<file path="config.mk">
export PLATFORM = sky130hd
export DESIGN_NAME = alu_mult_sequencer
export DESIGN_NICKNAME = d
export VERILOG_FILES = /design/src/rtl/alu_mult_sequencer.sv
export SDC_FILE = /design/constraint.sdc
export NUM_CORES = 1
export LEC_CHECK = 0
export ABC_AREA = 1
export BUFFER_PORTS_ARGS = -buffer_cell sky130_fd_sc_hd__buf_2
export CORE_ASPECT_RATIO = 0.75
export CORE_MARGIN = 2
export CORE_UTILIZATION = 61
export CTS_CLUSTER_SIZE = 40
export DETAILED_ROUTE_END_ITERATION = 8
export GPL_TIMING_DRIVEN = 0
export PLACE_DENSITY_LB_ADDON = 0.25
export SLEW_MARGIN = 25
export SYNTH_ARGS = -nofsm -noshare
export SYNTH_HDL_FRONTEND = slang
export SYNTH_SLANG_ARGS = --single-unit
</file>
<file path="constraint.sdc">
create_clock -name clk -period 8.42 [get_ports clk]
set_input_delay 0.421 -clock clk [delete_from_list [all_inputs] [get_ports clk]]
set_output_delay 0.421 -clock clk [all_outputs]
set_load 0.01 [all_outputs]
</file>
<file path="src/rtl/alu_mult_sequencer.sv">
// Multi-cycle shift-add multiplier sequencer for the ALU MULT operation.
// Optional macro MULT_EARLY_TERM_EN: leave RUN once the remaining multiplier bits are zero.
module alu_mult_sequencer #(
    parameter int         NBITS   = 32,
    parameter logic [3:0] MULT_OP = 4'b0101
) (
    input  logic             clk,
    input  logic             reset,
    input  logic             Start,
    input  logic [3:0]       ALUOperation,
    input  logic             Flush,
    input  logic [NBITS-1:0] ReadData1,
    input  logic [NBITS-1:0] ReadData2,
    output logic             Busy,
    output logic             Stall,
    output logic             Done,
    output logic [NBITS-1:0] ProductHi,
    output logic [NBITS-1:0] ProductLo,
    output logic [1:0]       state_dbg
);

    localparam int CW = (NBITS > 1) ? $clog2(NBITS) : 1;
    localparam logic [CW-1:0] LAST = CW'(NBITS - 1);

    typedef enum logic [1:0] {
        IDLE = 2'd0,
        RUN  = 2'd1,
        DONE = 2'd2
    } state_t;

    state_t               state;
    state_t               state_next;
    logic [2*NBITS-1:0]   mcand;
    logic [NBITS-1:0]     mplr;
    logic [2*NBITS-1:0]   acc;
    logic [2*NBITS-1:0]   acc_next;
    logic [2*NBITS-1:0]   product;
    logic [CW-1:0]        count;
    logic                 accept;
    logic                 run_last;

    assign accept   = (state == IDLE) && Start && (ALUOperation == MULT_OP) && !Flush;
    assign acc_next = mplr[0] ? (acc + mcand) : acc;

`ifdef MULT_EARLY_TERM_EN
    assign run_last = (count == LAST) || ((mplr >> 1) == '0);
`else
    assign run_last = (count == LAST);
`endif

    always_ff @(posedge clk or posedge reset) begin
        if (reset) begin
            state <= IDLE;
        end else begin
            state <= state_next;
        end
    end

    // Flush in RUN takes priority over completion so an aborted multiply never pulses Done.
    always_comb begin
        state_next = state;
        case (state)
            IDLE:    if (accept) state_next = RUN;
            RUN: begin
                if (Flush)         state_next = IDLE;
                else if (run_last) state_next = DONE;
            end
            DONE:    state_next = IDLE;
            default: state_next = IDLE;
        endcase
    end

    always_comb begin
        Busy  = (state != IDLE);
        Stall = accept || (state == RUN);
        Done  = (state == DONE);
    end

    always_ff @(posedge clk or posedge reset) begin
        if (reset) begin
            mcand   <= '0;
            mplr    <= '0;
            acc     <= '0;
            count   <= '0;
            product <= '0;
        end else if (accept) begin
            mcand <= {{NBITS{1'b0}}, ReadData1};
            mplr  <= ReadData2;
            acc   <= '0;
            count <= '0;
        end else if (state == RUN) begin
            acc   <= acc_next;
            mcand <= mcand << 1;
            mplr  <= mplr >> 1;
            count <= count + 1'b1;
            // The product register takes the sum including this cycle's final addition.
            if (state_next == DONE) begin
                product <= acc_next;
            end
        end
    end

    assign ProductHi = product[2*NBITS-1:NBITS];
    assign ProductLo = product[NBITS-1:0];
    assign state_dbg = state;

endmodule
</file>
==> impl_metrics.csv <==
group,metric,value,unit
synthesis,avgSynthCellArea,6.82,um2
floorplanning,dieArea,0.0275,mm2
min_path,holdCritPathClass,"in -> reg",
synthesis,async_flop_share,100,%
grt,antenna_found_initial,3,
synthesis,syn_nets,2479,
clock_network,cts_buffer_depth,3,
synthesis,synth-seq-cells,231,
drt,vias,17000,
clock_network,clock_sinks,231,
drt,drt-initial-drc-count,1980,
power,p_clk_share,16.5,%
timing,tightest_slew,992,ps
timing,setup_violations,0,
critical_path,cpMostUsedCell,"nand2_1",
power,p_leak,10.3,nW
finish,fillers,2116,
finish,drive_above_1_share,14.0,%
floorplanning,die_y,144,um
drt,wire_per_inst,21.2,um
drt,antenna_left,0,
synthesis,netlist_instances,2341,
drt,drc_errors,0,
clock_network,cts_buffers,23,
critical_path,startpoint_type,"flop",
timing,max_freq,283,MHz
run,max-cap-violations,0,
critical_path,cp_data_required_time,8860,ps
critical_path,critPathTopFamily,"simple AND/OR/NAND/NOR gates",
timing,period_needed,3540,ps
synthesis,synth_warnings,0,
finish,syn_to_final_growth,12.5,%
critical_path,arrival,3970,ps
min_path,worstHoldStart,"ReadData1[0]",
floorplanning,initial_core_util,61.8,%
finish,num_antenna_cells,0,
finish,stdcell_count,2870,
clock_network,clk_latency,560,ps
run_status,outcome,"finished, final reports clean",
grt,grt_usage,44.5,%
clock_network,ctsResizeCount,0,
place,place_congestion,1.01,
finish,fin_area,0.0180,mm2
clock_network,clkTransAtPathRegs,70,ps
timing,rsz0062_at_grt,"false",
synthesis,synth_ff_type,"dfrtp_1",
critical_path,endpoint_kind,"flop",
place,dp_hpwl,45400,um
finish,layout.nets,2647,
power,p_comb_share,58.0,%
critical_path,slowest_stage,"nor4_1",
timing,slew_violations,0,
clock_network,cts.htree.levels,1,
critical_path,path_buf_inv,0,
clock_network,cts_setup_buffers,0,
grt,grt_pass1_vias,16100,
timing,clock_skew,26.6,ps
floorplanning,die_x,191,um
power,internal_power,3.28,mW
timing,period_share,42.0,%
grt,grt_pass1_wl,91500,um
critical_path,r2r-start,"mcand[52]",
power,powerDensity,375,mW/mm2
power,power_frac_seq,25.6,%
critical_path,critical_path_peak_fanout,5,
clock_network,cts_tree,"done",
synthesis,synth_edf_count,0,
critical_path,critical_path.max_stage_delay,760,ps
timing,timing_hold_violations_final,0,
floorplanning,row_count,51,
place,placed_area,0.0172,mm2
power,vdd_ir_drop_max,0.000234,V
synthesis,synth_area,0.0160,mm2
critical_path,startpoint,"mcand[52]",
place,port_buffers,140,
drt,firstDrtPassIters,8,
critical_path,path_class,"reg -> reg",
power,p_sw_share,51.3,%
power,p_sw,3.45,mW
grt,overflow,0,
clock_network,cts-root-buf,"clkbuf_16",
synthesis,synth.distinct_cells,47,
drt,post_drt_via_cell_ratio,5.91,
critical_path,cp_cell_sequence,"ha_1, nand2_1, nor2_1, nand2_1, nor4_1, nand2_1, nand3_1, nand3_2, nand3_1, nand2_1",
grt,grt_max_degree,100,
synthesis,yosysSeqAreaShare,36.2,%
floorplanning,ios,141,
timing,max-slew-margin-rel,33.9,%
place,dp.cells,2827,
floorplanning,coreArea,0.0258,mm2
drt,drt-total-wl,61000,um
==> synth_stat cells (3+ instances only) <==
cell type    n  area share [%]
o21ai_0     44             1.4
buf_2       24            0.75
nand2_1    920              22
o221ai_1    31             1.7
o22ai_2     29             2.3
nor2_1     108             2.5
xnor2_1     16            0.88
nor3_2       4            0.25
nand4_1     10            0.39
o21ai_1     12            0.38
nand3_1    148             4.6
buf_1        3           0.071
nand3_2     13            0.81
o211ai_1    44             2.1
inv_1      411             9.7
nor2_2      11            0.43
inv_2        6            0.14
clkbuf_1    26            0.61
a21oi_1     45             1.4
nand2_2     24            0.94
or2_2       33             1.3
xor2_1      14            0.77
buf_8        3            0.28
clkinv_1     3           0.071
o22ai_1     16            0.63
ha_1        65             5.1
nor3_1       9            0.28
buf_4        7            0.33
buf_6        7            0.49
dfrtp_1    231              36
==> layout make-up <==
type | instances | area, um2 | share of cell area (%)
clock inverter | 8 | 114 | 0.634
clock buffer | 34 | 677 | 3.77
timing repair buffer | 143 | 766 | 4.26
sequential | 231 | 5780 | 32.2
buffer | 70 | 405 | 2.26
inverter | 422 | 1600 | 8.89
tap | 344 | 430 | 2.40
multi-input combinational | 1618 | 8190 | 45.6
==> sequential cells by signal, indices dropped and copies added, names as in the netlist <==
name	cells
acc	64
mcand	64
product	64
mplr	32
count	5
state_dbg	2
==> cell families after synthesis <==
logic type / synth area share [%]
and+or+nand+nor: 34.1
DFF: 36.2
AOI/OAI and AO/OA: 10.3
adders and majority gates: 5.22
buffers and inverters: 12.5
xor gates and xnor gates: 1.65
==> final timing paths <==
| check | end | slack, ps | depth (start not counted) |
|---|---|---|---|
| setup / recovery | acc[60] | 4880 | 10 |
| hold / removal | mcand[0] | 80 | 2 |
| setup reg to reg | acc[60] | 4880 | 10 |
| hold reg to reg | product[53] | 480 | 2 |
| max in group asynchronous | product[37] | 7100 | 4 |
| min in group asynchronous | product[19] | 430 | 3 |
==> worst register-to-register path: stages, from the launching register on <==
cell     delay (ps)
dfrtp_1         400
ha_1            510
nand2_1         250
nor2_1          490
nand2_1         380
nor4_1          770
nand2_1         200
nand3_1         130
nand3_2         120
nand3_1         100
nand2_1          70
==> stage by stage <==
stage               utilization, %  worst slack [ps]  hold WS (ps)  total power [mW]  setup TNS (ps)
finish                        69.5              4880          84.5              6.74               0
global route                  69.5              4860          93.5              7.14               0
CTS                           69.5              5240          78.5              6.54               0
detailed placement            66.4              5270           460              5.38               0
global placement              66.2              -623           457              5.24         -136170
floorplan                        -              1670           454              4.28               0
==> power groups by stage <==
stage                     Clock (mW)  Combinational (mW)  Sequential [mW]
after global routing            1.14                4.26             1.74
final                           1.11                3.90             1.72
after detailed placement           0                3.68             1.70
after global placement             0                3.56             1.68
after CTS                       1.10                3.75             1.70
after floorplan                    0                2.66             1.62
==> timing repair <==
action                                 CTS  global route
endpoints found under the hold margin   50             0
setup endpoints to repair                0             0
hold buffers                             1             0
==> per-layer routing <==
layer | share of wire [%] | up-vias | global-route usage, %
met3 | 14 | 255 | 14.2
met2 | 40 | 1228 | 64.0
met5 | 0.020 | - | 0
met1 | 42 | 7866 | 62.7
met4 | 4.3 | 2 | 16.3
li1 | - | 7609 | -
==> cell usage in the layout, fill, tap and decap left out, drive strengths merged, types with 57 or more instances in the layout <==
master  netlist  routed
ha           65      65
clkbuf       26      60
nor2        122     122
inv         419     421
buf          44     186
dfrtp       231     231
o21ai        57      57
nand3       161     161
nand2       946     946
No activity file was read; power rests on OpenSTA's default activity.
